--- config.mk ---
export PLATFORM = sky130hd
export DESIGN_NAME = hps_sprite_cmd_sequencer
export DESIGN_NICKNAME = d
export VERILOG_FILES = /design/src/rtl/hps_sprite_pkg.sv /design/src/rtl/hps_sprite_cmd_sequencer_cmd_fifo.sv /design/src/rtl/hps_sprite_cmd_sequencer.sv
export SDC_FILE = /design/constraint.sdc
export NUM_CORES = 1
export LEC_CHECK = 0
export ABC_AREA = 1
export CAP_MARGIN = 0
export CELL_PAD_IN_SITES_DETAIL_PLACEMENT = 0
export CELL_PAD_IN_SITES_GLOBAL_PLACEMENT = 2
export CORE_MARGIN = 2
export CORE_UTILIZATION = 30
export DETAILED_ROUTE_END_ITERATION = 7
export GPL_ROUTABILITY_DRIVEN = 1
export PLACE_DENSITY = 0.68
export SLEW_MARGIN = 20
export SYNTH_ARGS = -nofsm -noshare
export SYNTH_HDL_FRONTEND = slang
export SYNTH_SLANG_ARGS = --single-unit
--- constraint.sdc ---
create_clock -name clk50 -period 4.2 [get_ports clk50]
set_input_delay 0.84 -clock clk50 [delete_from_list [all_inputs] [get_ports clk50]]
set_output_delay 0.84 -clock clk50 [all_outputs]
set_load 0.01 [all_outputs]
--- src/rtl/hps_sprite_pkg.sv ---
// Shared constants and types for the HPS sprite command sequencer.
// A command is seven bytes: index plus colour, position and flags.
package hps_sprite_pkg;

  localparam logic [2:0] REG_IDX   = 3'd0;
  localparam logic [2:0] REG_R     = 3'd1;
  localparam logic [2:0] REG_G     = 3'd2;
  localparam logic [2:0] REG_B     = 3'd3;
  localparam logic [2:0] REG_X     = 3'd4;
  localparam logic [2:0] REG_Y     = 3'd5;
  localparam logic [2:0] REG_FLAGS = 3'd6;
  localparam logic [2:0] REG_CTRL  = 3'd7;

  localparam int CTRL_FLUSH_BIT  = 0;
  localparam int CTRL_CLROVF_BIT = 1;

  // Packed MSB-first, so bits [55:8] are exactly the 48-bit table word.
  typedef struct packed {
    logic [7:0] flags;
    logic [7:0] y;
    logic [7:0] x;
    logic [7:0] b;
    logic [7:0] g;
    logic [7:0] r;
    logic [7:0] idx;
  } sprite_cmd_t;

  typedef enum logic [1:0] {
    IDLE       = 2'd0,
    WAIT_BLANK = 2'd1,
    WRITE      = 2'd2
  } seq_state_t;

endpackage

--- src/rtl/hps_sprite_cmd_sequencer_cmd_fifo.sv ---
// Synchronous command FIFO with flush; a push into a full FIFO is taken
// when a pop happens in the same cycle.
module cmd_fifo
  import hps_sprite_pkg::*;
#(
  parameter  int DEPTH = 4,
  localparam int AW    = $clog2(DEPTH),
  localparam int CW    = AW + 1
) (
  input  logic        clk,
  input  logic        rst_n,
  input  logic        push,
  input  logic        pop,
  input  logic        flush,
  input  sprite_cmd_t wdata,
  output sprite_cmd_t rdata,
  output logic        full,
  output logic        empty,
  output logic [CW-1:0] count,
  output logic        next_empty
);

  sprite_cmd_t   mem [DEPTH];
  logic [AW-1:0] wr_ptr;
  logic [AW-1:0] rd_ptr;
  logic [CW-1:0] count_nxt;
  logic          push_ok;
  logic          pop_ok;

  // push/full act as valid/ready: an entry transfers when push is high and
  // the FIFO is not full or is popping this cycle; pop is ignored when empty.
  // Flush overrides both and leaves the FIFO empty.
  assign pop_ok     = pop & ~empty;
  assign push_ok    = push & (~full | pop_ok);
  assign full       = (count == CW'(DEPTH));
  assign empty      = (count == '0);
  assign rdata      = mem[rd_ptr];
  assign count_nxt  = flush ? '0 : (count + CW'(push_ok) - CW'(pop_ok));
  assign next_empty = (count_nxt == '0);

  always_ff @(posedge clk or negedge rst_n) begin
    if (!rst_n) begin
      wr_ptr <= '0;
      rd_ptr <= '0;
      count  <= '0;
    end else begin
      count <= count_nxt;
      if (flush) begin
        wr_ptr <= '0;
        rd_ptr <= '0;
      end else begin
        if (push_ok) wr_ptr <= wr_ptr + AW'(1);
        if (pop_ok)  rd_ptr <= rd_ptr + AW'(1);
      end
    end
  end

  always_ff @(posedge clk) begin
    if (push_ok && !flush) mem[wr_ptr] <= wdata;
  end

endmodule

--- src/rtl/hps_sprite_cmd_sequencer.sv ---
// Gathers HPS byte writes into sprite commands, queues them, and drains the
// queue into the sprite attribute table only during vertical blank.
module hps_sprite_cmd_sequencer
  import hps_sprite_pkg::*;
#(
  parameter int FIFO_DEPTH  = 4,
  parameter int SPRITE_BITS = 5
) (
  input  logic                   clk50,
  input  logic                   reset,
  input  logic                   hps_chipselect,
  input  logic                   hps_write,
  input  logic                   hps_read,
  input  logic [2:0]             hps_address,
  input  logic [7:0]             hps_writedata,
  output logic [7:0]             hps_readdata,
  input  logic                   vblank,
  output logic                   tbl_we,
  output logic [SPRITE_BITS-1:0] tbl_addr,
  output logic [47:0]            tbl_data,
  output logic                   overflow,
  output seq_state_t             dbg_state
);

  localparam int CW = $clog2(FIFO_DEPTH) + 1;

  seq_state_t    state, state_nxt;
  logic [7:0]    shadow [6];
  sprite_cmd_t   push_cmd;
  sprite_cmd_t   head;
  logic          wr_en, rd_en, commit, ctrl_wr, flush, clr_ovf;
  logic          fifo_full, fifo_empty, fifo_next_empty;
  logic [CW-1:0] count;
  logic [3:0]    count4;
  logic          pop, issue;

  assign wr_en   = hps_chipselect & hps_write;
  assign rd_en   = hps_chipselect & hps_read;
  assign commit  = wr_en && (hps_address == REG_FLAGS);
  assign ctrl_wr = wr_en && (hps_address == REG_CTRL);
  assign flush   = ctrl_wr & hps_writedata[CTRL_FLUSH_BIT];
  assign clr_ovf = ctrl_wr & hps_writedata[CTRL_CLROVF_BIT];
  assign count4  = 4'(count);
  assign pop     = (state == WRITE);
  assign dbg_state = state;

  // Flags ride in with the commit write itself, not from a shadow register.
  assign push_cmd = '{flags: hps_writedata, y: shadow[5], x: shadow[4],
                      b: shadow[3], g: shadow[2], r: shadow[1], idx: shadow[0]};

  cmd_fifo #(.DEPTH(FIFO_DEPTH)) u_fifo (
    .clk        (clk50),
    .rst_n      (reset),
    .push       (commit),
    .pop        (pop),
    .flush      (flush),
    .wdata      (push_cmd),
    .rdata      (head),
    .full       (fifo_full),
    .empty      (fifo_empty),
    .count      (count),
    .next_empty (fifo_next_empty)
  );

  always_ff @(posedge clk50 or negedge reset) begin
    if (!reset) begin
      for (int i = 0; i < 6; i++) shadow[i] <= '0;
    end else if (wr_en && (hps_address < REG_FLAGS)) begin
      shadow[hps_address] <= hps_writedata;
    end
  end

  // A flushed commit is simply lost; only a genuine full-FIFO drop is sticky.
  always_ff @(posedge clk50 or negedge reset) begin
    if (!reset) begin
      overflow <= 1'b0;
    end else if (clr_ovf) begin
      overflow <= 1'b0;
    end else if (commit && fifo_full && !(pop && !fifo_empty) && !flush) begin
      overflow <= 1'b1;
    end
  end

  always_ff @(posedge clk50 or negedge reset) begin
    if (!reset) begin
      hps_readdata <= '0;
    end else if (rd_en) begin
      hps_readdata <= (hps_address == REG_CTRL) ? {3'b000, overflow, count4} : 8'h00;
    end
  end

  always_ff @(posedge clk50 or negedge reset) begin
    if (!reset) state <= IDLE;
    else        state <= state_nxt;
  end

  always_comb begin
    state_nxt = state;
    issue     = 1'b0;
    case (state)
      IDLE:       if (!fifo_empty) state_nxt = WAIT_BLANK;
      WAIT_BLANK: begin
        if (fifo_empty) begin
          state_nxt = IDLE;
        end else if (vblank) begin
          state_nxt = WRITE;
          issue     = 1'b1;
        end
      end
      WRITE:      state_nxt = fifo_next_empty ? IDLE : WAIT_BLANK;
      default:    state_nxt = IDLE;
    endcase
  end

  // Table outputs are loaded on entry to WRITE, so tbl_we is high for
  // exactly the WRITE cycle and the head pops at the end of it.
  always_ff @(posedge clk50 or negedge reset) begin
    if (!reset) begin
      tbl_we   <= 1'b0;
      tbl_addr <= '0;
      tbl_data <= '0;
    end else begin
      tbl_we <= issue;
      if (issue) begin
        tbl_addr <= SPRITE_BITS'(head.idx);
        tbl_data <= {head.flags, head.y, head.x, head.b, head.g, head.r};
      end
    end
  end

endmodule

==> out/results.ini, run 1 <==
[outcome]
status=complete, no violations

[timing]
slew_violations=0
fin_skew_ps=8.651
fmax_mhz=367.9
worst_slew_margin_rel_pct=41.22
post-route-period-util_pct=64.72
hold_ws_ps=458.6
layout_setup_ws_ps=1482
hold_violations=0
finalSetupViolCount=0
rsz0062_at_grt=no
min_period_ps=2718
worstMarginPinSlew_ps=881.7
tns_ps=0

[setup_path]
slowest_delay_ps=480
required_ps=4600
crit_family=buffers and inverters
arrival_ps=3120
crit_fanout=6
crit_slowest_cell=fa_1
path_cells=clkdlybuf4s50_1, nand2_1, inv_1, nand2_1, nor2_1, o21ai_0, buf_4, inv_1, ha_1, inv_1, fa_1, inv_1, nand2_1, nand2_1, o21bai_1, nand2_1
crit_buf_inv=6
critPathCaptureType=flip-flop
path_class=input pin to flip-flop
worst_path_most_repeated_cell=nand2_1
startpoint_type=input pin

[finish]
area_growth_pct=22.44
n_fill_cell=3898
seqCellArea_um2=9195
fin_util_pct=37.07
diodes=0
postLayoutCellArea_um2=15070
nets=1108
drive_above_1_share_pct=7.354
multi_input_area_um2=2565
layoutNonFillerInstCount=1647

[logic_synthesis]
yosys_register_bits=325
synth_cells=1007
yosysSeqAreaShare_pct=74.71
synthDistinctLibCells=24
avgSynthCellArea_um2=12.22
synth_area_um2=12310
yosys_warnings=0

[floorplanning]
core_um2=40650
floorplan.initialDensity_pct=30.28
dieArea_um2=42660
die_height_um=206.5
row_count=74
ios=82
die_x_um=206.5

[clock_tree]
cts_tree=built
cts_setup_buffers=0
cts_resized=0
htree_levels=2
clkSinkCount=325
clk_pin_slew_ps=60
numCtsBuffers=38
cts_hold_buf=0
root_buffer=clkbuf_16
clk_latency_ps=510
cts_max_path_buffers=3

[route]
viasPerCell=4.536
firstDrtPassIters=5
drtIter0Drc=421
vias=7470
ant_nets=0
routed_wl_mm=27.83
drcViolationCount=0
wire_per_inst_um=16.90

[power]
p_leak_nw=5.676
peakVddDrop_v=0.0003053
p_per_area_nw_per_um2=696.3
power_mw=10.49

[global_routing]
antenna_found_initial=0
grt_pass1_vias=7719
grt_pass1_wl_mm=44.06
gr-total-overflow=0
grt_usage_pct=13.47
grt_max_degree=83

[run]
max_cap_violations=0

[worst_hold_path]
hold_path.class=input pin to asynchronous set/reset pin

[placement]
dp.cells=1577
dpl-instance-area_um2=13700
place_congestion=0.6975
dp_slack_ps=930.5
port_buffers=77
hpwlAfterDp_mm=15.65

-- power breakdown --
| part | leakage [nW] | switching, mW | total, mW | internal [mW] |
|---|---|---|---|---|
| clock network | 0.674 | 1.28 | 3.56 | 2.28 |
| registers | 3.34 | 0.338 | 4.28 | 3.94 |
| logic | 1.66 | 1.60 | 2.66 | 1.06 |
-- cells in the mapped netlist, drive strengths merged --
library cell,count,share of area [%]
a21oi,2,0.081
a31oi,1,0.051
buf,17,0.91
clkbuf,37,1.1
conb,1,0.030
dfrtp,113,23
edfxtp,212,52
fa,1,0.16
ha,5,0.51
inv,90,2.7
nand2,132,4.0
nand3,4,0.16
nor2,122,3.7
nor4,2,0.22
o21ai,211,8.6
o21bai,1,0.061
o22ai,53,2.7
o31ai,3,0.18
-- final cells by class --
cell class                 instances  share of cell area [%]
clock buffer                      49                   7.008
clock inverter                    21                   2.092
inverter                          90                   2.242
multi-input combinational        541                   17.02
sequential                       325                   61.02
tap                              532                   4.418
timing repair buffer              89                   6.194
-- per-layer routing --
metal | part of all wire [%] | global-route usage, % | vias up
met5 | 0 | 0 | -
met1 | 47 | 18.30 | 3671
li1 | - | - | 3641
met2 | 48 | 22.46 | 123
met3 | 3.4 | 2.135 | 35
met4 | 1.6 | 3.622 | 0
-- flip-flops by register name, indices dropped and copies added (netlist names), 3 cells and up --
signal,count
u_fifo.mem,212
tbl_data,48
hps_readdata,4
tbl_addr,5
push_cmd,45
u_fifo.count,3
-- worst paths after layout --
kind                                               from                           to  slack, ps  cells past startpoint
min reg2reg                 hps_readdata[1]$_DFFE_PN0P_  hps_readdata[1]$_DFFE_PN0P_        500                      2
min in group clk50          hps_readdata[1]$_DFFE_PN0P_  hps_readdata[1]$_DFFE_PN0P_        500                      2
max                                      hps_chipselect     dbg_state[0]$_DFFE_PN0P_       1480                     16
max in group asynchronous                         reset     tbl_data[26]$_DFFE_PN0P_       2920                      2
min                                               reset  hps_readdata[2]$_DFFE_PN0P_        460                      1
max reg2reg                u_fifo.rd_ptr[0]$_DFFE_PN0P_      tbl_data[5]$_DFFE_PN0P_       1820                      6
-- placed cells by master (no fill, tap or decap) --
| master | count |
|---|---|
| nand2_1 | 132 |
| dfrtp_2 | 1 |
| nor2_4 | 4 |
| clkbuf_1 | 8 |
| o21bai_1 | 1 |
| nor4_1 | 1 |
| inv_2 | 3 |
| inv_8 | 1 |
| o22ai_1 | 53 |
| inv_1 | 87 |
| clkinv_1 | 3 |
| a31oi_1 | 1 |
| clkdlybuf4s50_1 | 76 |
| o21ai_0 | 195 |
| clkbuf_16 | 41 |
| bufinv_16 | 8 |
| clkinv_4 | 2 |
| dfrtp_1 | 112 |
| nand3_1 | 4 |
| nor4_4 | 1 |
| a21oi_1 | 2 |
| ha_1 | 5 |
| nor2_2 | 1 |
| edfxtp_1 | 212 |
| conb_1 | 4 |
| o31ai_1 | 3 |
| clkinv_2 | 7 |
| o21ai_1 | 16 |
| buf_4 | 7 |
| buf_12 | 6 |
| fa_1 | 1 |
| nor2_1 | 117 |
-- logic make-up (layout without fill, tap and decap cells) --
kind of cell,after synthesis,in the layout,share of synthesized area (%)
buffers and inverters,144,249,4.788
AND/OR/NAND/NOR,260,260,8.154
AO/OA/AOI/OAI,271,271,11.65
flip-flops,325,325,74.71
other,1,4,0.03047
adder cells (fa/ha/maj),6,6,0.6710
Note: power is estimated with default switching activity, not from simulation.
==> run 2: changes to the inputs <==
clock period = 2.75 ns   (was 4.2 ns; I/O delays follow)
==> out/results.ini, run 2 (same netlist as run 1, synthesis figures left out) <==
[setup_path]
crit_family=buffers and inverters  ; unchanged
worst_path_most_repeated_cell=nand2_1  ; unchanged
path_class=input pin to flip-flop  ; unchanged
startpoint_type=input pin  ; unchanged
crit_fanout=2  ; was 6
critPathCaptureType=flip-flop  ; unchanged
crit_slowest_cell=fa_1  ; unchanged
path_cells=clkdlybuf4s50_1, nand2_1, inv_1, nand2_1, nor2_1, o21ai_0, inv_1, ha_1, inv_1, fa_1, inv_1, nand2_1, nand2_1, o21bai_1, nand2_1  ; was clkdlybuf4s50_1, nand2_1, inv_1, nand2_1, nor2_1, o21ai_0, buf_4, inv_1, ha_1, inv_1, fa_1, inv_1, nand2_1, nand2_1, o21bai_1, nand2_1
ff2ff_setup_slack_ps=530  ; was 1820 ps
r2r_start=u_fifo.count[1]$_DFF_PN0_  ; was u_fifo.rd_ptr[0]$_DFFE_PN0P_
crit_buf_inv=5  ; was 6
timing.rr.end=dbg_state[0]$_DFFE_PN0P_  ; was tbl_data[5]$_DFFE_PN0P_
required_ps=3150  ; was 4600 ps
r2r_cells=14  ; was 6
arrival_ps=2640  ; was 3120 ps
slowest_delay_ps=480  ; about the same

[clock_tree]
cts_resized=0  ; unchanged
numCtsBuffers=38  ; unchanged
root_buffer=clkbuf_16  ; unchanged
clk_latency_ps=530  ; was 510 ps
htree_levels=2  ; unchanged
cts_setup_buffers=0  ; unchanged
cts_max_path_buffers=3  ; unchanged
cts_hold_buf=0  ; unchanged
cts_tree=built  ; unchanged
clkSinkCount=325  ; unchanged
clk_pin_slew_ps=50  ; was 60 ps

[route]
drtIter0Drc=381  ; was 421
firstDrtPassIters=5  ; unchanged
ant_nets=0  ; unchanged
viasPerCell=4.482  ; was 4.536
vias=7454  ; was 7470
wire_per_inst_um=17.07  ; was 16.90 µm
drcViolationCount=0  ; unchanged
routed_wl_mm=28.38  ; was 27.83 mm

[outcome]
status=complete, no violations  ; unchanged

[finish]
area_growth_pct=22.64  ; was 22.44%
final_common_cell=edfxtp_1  ; unchanged
postLayoutCellArea_um2=15090  ; was 15070 µm²
layout_common_cells=edfxtp_1, o21ai_0, nand2_1  ; unchanged
nets=1125  ; was 1108
n_fill_cell=3948  ; was 3898
top_register=u_fifo.mem  ; unchanged
layoutNonFillerInstCount=1663  ; was 1647
largest_reg_flops=212  ; unchanged
drive_above_1_share_pct=8.046  ; was 7.354%
diodes=0  ; unchanged

[timing]
fin_skew_ps=21.01  ; was 8.651 ps
min_period_ps=2245
worst_slew_margin_rel_pct=53.96  ; was 41.22%
slew_violations=0  ; unchanged
post-route-period-util_pct=81.65
fmax_mhz=445.4
worstMarginPinSlew_ps=690.6  ; was 881.7 ps
hold_violations=0  ; unchanged
rsz0062_at_grt=no  ; unchanged
finalSetupViolCount=0  ; unchanged

[placement]
dpl-instance-area_um2=13840  ; was 13700 µm²
dp.cells=1594  ; was 1577
port_buffers=77  ; unchanged
place_congestion=0.6926  ; was 0.6975
hpwlAfterDp_mm=16.28  ; was 15.65 mm

[power]
peakVddDrop_v=0.0005133  ; was 0.0003053 V
p_leak_nw=5.698  ; was 5.676 nW
p_per_area_nw_per_um2=1042  ; was 696.3 nW/µm²

[global_routing]
grt_usage_pct=13.49  ; was 13.47%
grt.busiest_layer=met2  ; unchanged
grt_pass1_wl_mm=43.46  ; was 44.06 mm
use_met1_pct=18.27  ; was 18.30%
antenna_found_initial=0  ; unchanged
grt_pass1_vias=7418  ; was 7719
grt_max_degree=81  ; was 83
met3_usage_pct=2.214  ; was 2.135%
gr-total-overflow=0  ; unchanged
use_met2_pct=22.36  ; was 22.46%

[floorplanning]
row_count=74  ; unchanged
die_x_um=206.5  ; unchanged
die_height_um=206.5  ; unchanged
floorplan.initialDensity_pct=30.28  ; unchanged
ios=82  ; unchanged
core_um2=40650  ; unchanged
dieArea_um2=42660  ; unchanged

[run]
max_cap_violations=0  ; unchanged

[worst_hold_path]
hold_path.class=input pin to asynchronous set/reset pin  ; unchanged

==> run 2: cell types whose count changed in the layout (fill, tap and decap cells not counted), sizes merged <==
cell	change
bufinv	-4
clkinv	-1
buf	+17
clkbuf	+4
==> run 2: how the worst max path moves through the flow <==
stage	end	startpoint	slack (ps)	depth (start not counted)
CTS	dbg_state[0]$_DFFE_PN0P_	u_fifo.count[1]$_DFF_PN0_	490	14
finish	dbg_state[0]$_DFFE_PN0P_	hps_chipselect	500	15
global placement	dbg_state[0]$_DFFE_PN0P_	hps_chipselect	6	16
global route	dbg_state[0]$_DFFE_PN0P_	dbg_state[0]$_DFFE_PN0P_	240	14
detailed placement	dbg_state[0]$_DFFE_PN0P_	hps_chipselect	-30	15
floorplan	u_fifo.mem[0][0]$_DFFE_PP_	hps_chipselect	-230	6
==> run 2: power breakdown <==
part           internal (mW)  leakage [nW]  switching, mW
Clock                   3.07         0.609           1.94
Sequential              6.02          3.34          0.460
Combinational           1.70          1.75           2.52
==> run 2: through the flow <==
stage	setup slack (ps)	TNS, ps	power, mW	hold slack (ps)	util [%]
6_report	504.8	0	15.72	78.73	37.13
4_1_cts	491.1	0	15.99	102.8	37.13
3_3_place_gp	6.029	0	10.87	477.3	34.04
3_5_place_dp	-28.45	-28.45	10.91	473.6	34.04
2_1_floorplan	-230.9	-48960	8.931	254.4	-
5_1_grt	236.4	0	16.68	132.0	37.13
==> run 2: cell type report <==
type | count | area (µm²) | share of cell area (%)
inverter | 90 | 337.8 | 2.238
timing repair buffer | 106 | 1074 | 7.113
tap | 532 | 665.6 | 4.410
clock buffer | 53 | 1059 | 7.013
multi-input combinational | 541 | 2565 | 16.99
clock inverter | 16 | 197.7 | 1.310
sequential | 325 | 9195 | 60.92
==> run 2: worst register-to-register path, stage by stage (launching register included) <==
cell	delay [ps]
dfrtp_1	420
inv_2	70
nand2_1	120
nor2_2	80
nor2_1	170
nand2_1	90
o21ai_0	90
ha_1	170
inv_1	50
fa_1	480
inv_1	40
nand2_1	70
nand2_1	70
o21bai_1	120
nand2_1	70
==> run 2: layer usage <==
layer	vias to the layer above	routed length, µm
met5	-	0
met4	0	566
li1	3676	-
met1	3618	13430
met3	42	956
met2	118	13430
==> run 3: changes to the inputs <==
PLACE_DENSITY = 0.7   (was 0.68)
clock period = 2 ns   (was 2.75 ns; I/O delays follow)
==> out/results.ini, run 3 (same netlist as run 1, synthesis figures left out) <==
[outcome]
status=complete, no violations  ; unchanged

[timing]
hold_violations=0  ; unchanged
rsz0062_at_grt=yes  ; was no
fin_skew_ps=12.87  ; was 21.01 ps
worst_slew_margin_rel_pct=64.16  ; was 53.96%
slew_violations=0  ; unchanged
finalSetupViolCount=0  ; unchanged
layout_setup_ws_ps=54.41  ; was 504.8 ps
min_period_ps=1946
fmax_mhz=514.0
tns_ps=0  ; unchanged
post-route-period-util_pct=97.28
worstMarginPinSlew_ps=537.6  ; was 690.6 ps

[route]
routed_wl_mm=28.39  ; was 28.38 mm
drcViolationCount=0  ; unchanged
drtIter0Drc=502  ; was 381
viasPerCell=4.492  ; was 4.482
vias=7587  ; was 7454
wire_per_inst_um=16.81  ; was 17.07 µm
firstDrtPassIters=5  ; unchanged
ant_nets=0  ; unchanged

[floorplanning]
core_um2=40650  ; unchanged
ios=82  ; unchanged
row_count=74  ; unchanged
floorplan.initialDensity_pct=30.28  ; unchanged
dieArea_um2=42660  ; unchanged
die_height_um=206.5  ; unchanged
die_x_um=206.5  ; unchanged

[setup_path]
path_class=input pin to flip-flop  ; unchanged
crit_fanout=2  ; unchanged
cp.depth=13  ; was 15
timing.rr.end=dbg_state[0]$_DFFE_PN0P_  ; unchanged
worst_path_most_repeated_cell=nand2_1  ; unchanged
ff2ff_setup_slack_ps=60  ; was 530 ps
required_ps=2400  ; was 3150 ps
r2r_cells=14  ; unchanged
path_cells=clkdlybuf4s50_1, nand2_1, nor2_4, o21ai_4, inv_2, ha_2, inv_1, fa_2, inv_1, nand2_2, nand2_1, o21bai_1, nand2_1  ; was clkdlybuf4s50_1, nand2_1, inv_1, nand2_1, nor2_1, o21ai_0, inv_1, ha_1, inv_1, fa_1, inv_1, nand2_1, nand2_1, o21bai_1, nand2_1
startpoint=hps_address[2]  ; was hps_chipselect
startpoint_type=input pin  ; unchanged
r2r_start=u_fifo.count[1]$_DFF_PN0_  ; unchanged
critPathCaptureType=flip-flop  ; unchanged
arrival_ps=2350  ; was 2640 ps
crit_buf_inv=4  ; was 5
slowest_delay_ps=510  ; was 480 ps
crit_slowest_cell=fa_2  ; was fa_1
worstSetupEndpoint=dbg_state[0]$_DFFE_PN0P_  ; unchanged
crit_family=adder cells  ; was buffers and inverters

[power]
p_leak_nw=5.878  ; was 5.698 nW
peakVddDrop_v=0.001048  ; was 0.0005133 V
p_per_area_nw_per_um2=1398  ; was 1042 nW/µm²
power_mw=21.61  ; was 15.72 mW

[global_routing]
grt_pass1_wl_mm=44.49  ; was 43.46 mm
antenna_found_initial=0  ; unchanged
grt_max_degree=75  ; was 81
grt_usage_pct=13.71  ; was 13.49%
gr-total-overflow=0  ; unchanged
grt_pass1_vias=7627  ; was 7418

[finish]
final_common_cell=edfxtp_1  ; unchanged
nets=1151  ; was 1125
top_register=u_fifo.mem  ; unchanged
area_growth_pct=25.60  ; was 22.64%
diodes=0  ; unchanged
layout_common_cells=edfxtp_1, o21ai_0, nand2_1  ; unchanged
fin_util_pct=38.03  ; was 37.13%
layoutNonFillerInstCount=1689  ; was 1663
drive_above_1_share_pct=12.27  ; was 8.046%
largest_reg_flops=212  ; unchanged

[worst_hold_path]
hold_path.class=input pin to asynchronous set/reset pin  ; unchanged

[placement]
port_buffers=77  ; unchanged
dp_slack_ps=-566.0  ; was -28.45 ps
dp.cells=1617  ; was 1594
hpwlAfterDp_mm=16.61  ; was 16.28 mm
place_congestion=0.7200  ; was 0.6926

[clock_tree]
clk_pin_slew_ps=60  ; was 50 ps
cts_tree=built  ; unchanged
numCtsBuffers=37  ; was 38
clk_latency_ps=520  ; was 530 ps
htree_levels=2  ; unchanged
root_buffer=clkbuf_16  ; unchanged
clkSinkCount=325  ; unchanged
cts_max_path_buffers=3  ; unchanged

[run]
max_cap_violations=0  ; unchanged

## run 3: cell count changes in the layout (fill, tap and decap cells not counted), moves of 3 or more
cell | before | now
buf_12 | 7 | 18
inv_1 | 87 | 82
clkinv_2 | 2 | 7
buf_4 | 23 | 38
bufinv_16 | 4 | 1
clkbuf_1 | 11 | 7
nor2_4 | 4 | 7
nand2_2 | 0 | 5
clkdlybuf4s50_1 | 76 | 72
inv_2 | 3 | 7
nand2_1 | 132 | 124
## run 3: worst min path at each step
stage | start | slack, ps | to | depth (start not counted)
finish | reset | 410 | push_cmd[11]$_DFFE_PN0P_ | 2
global route | hps_write | 430 | overflow$_DFFE_PN0P_ | 5
CTS | reset | 420 | push_cmd[11]$_DFFE_PN0P_ | 2
detailed placement | reset | 420 | push_cmd[8]$_DFFE_PN0P_ | 1
global placement | reset | 420 | push_cmd[8]$_DFFE_PN0P_ | 1
floorplan | reset | 100 | dbg_state[0]$_DFFE_PN0P_ | 0
## run 3: power by group
group	internal, mW	switching, mW	total (mW)	leakage, nW
registers	8.28	0.606	8.88	3.34
clock network	3.88	2.65	6.53	0.583
logic	2.60	3.59	6.20	1.96
total	14.8	6.85	21.6	5.88
## run 3: worst register-to-register path, stage by stage (launching register included)
cell	delay [ps]
dfrtp_1	370
inv_2	60
nand2_4	80
nor2_4	40
nor2_4	110
nand2_2	60
o21ai_2	50
ha_2	170
inv_1	40
fa_2	510
inv_1	50
nand2_2	60
nand2_1	60
o21bai_1	110
nand2_1	60
## run 3: repair_timing
action / 4_1_cts / 5_1_grt
endpoints found under the setup margin: 2 / 4
hold buffers: 1 / 0
setup buffers: 0 / 3
gates resized for setup: 4 / 13
endpoints found under the hold margin: 29 / 0
pin swaps: 0 / 2
## run 3: final cells by class
type                    instances  area [µm²]
clock buffers                  51        1071
flip-flops and latches        325        9196
fillers                      3895       25190
clock inverters                17       116.4
well taps                     532       665.6
inverters                      90       340.3
multi-input cells             541        2649
repair buffers                133        1419
## run 3: per-layer routing
metal  global-route usage, %  routed length, µm  vias up
met4                   3.673                494        0
li1                        -                  -     3740
met5                       0                  0        -
met2                   23.03              13720      123
met1                   18.53              13350     3692
met3                   2.104                817       32
## run 3: per-stage QoR
stage	cell area (µm²)	hold WS [ps]
floorplan	12400	104.4
global placement	14200	418.6
detailed placement	14200	420.9
CTS	15400	419.6
global route	15460	430.7
finish	15460	407.8
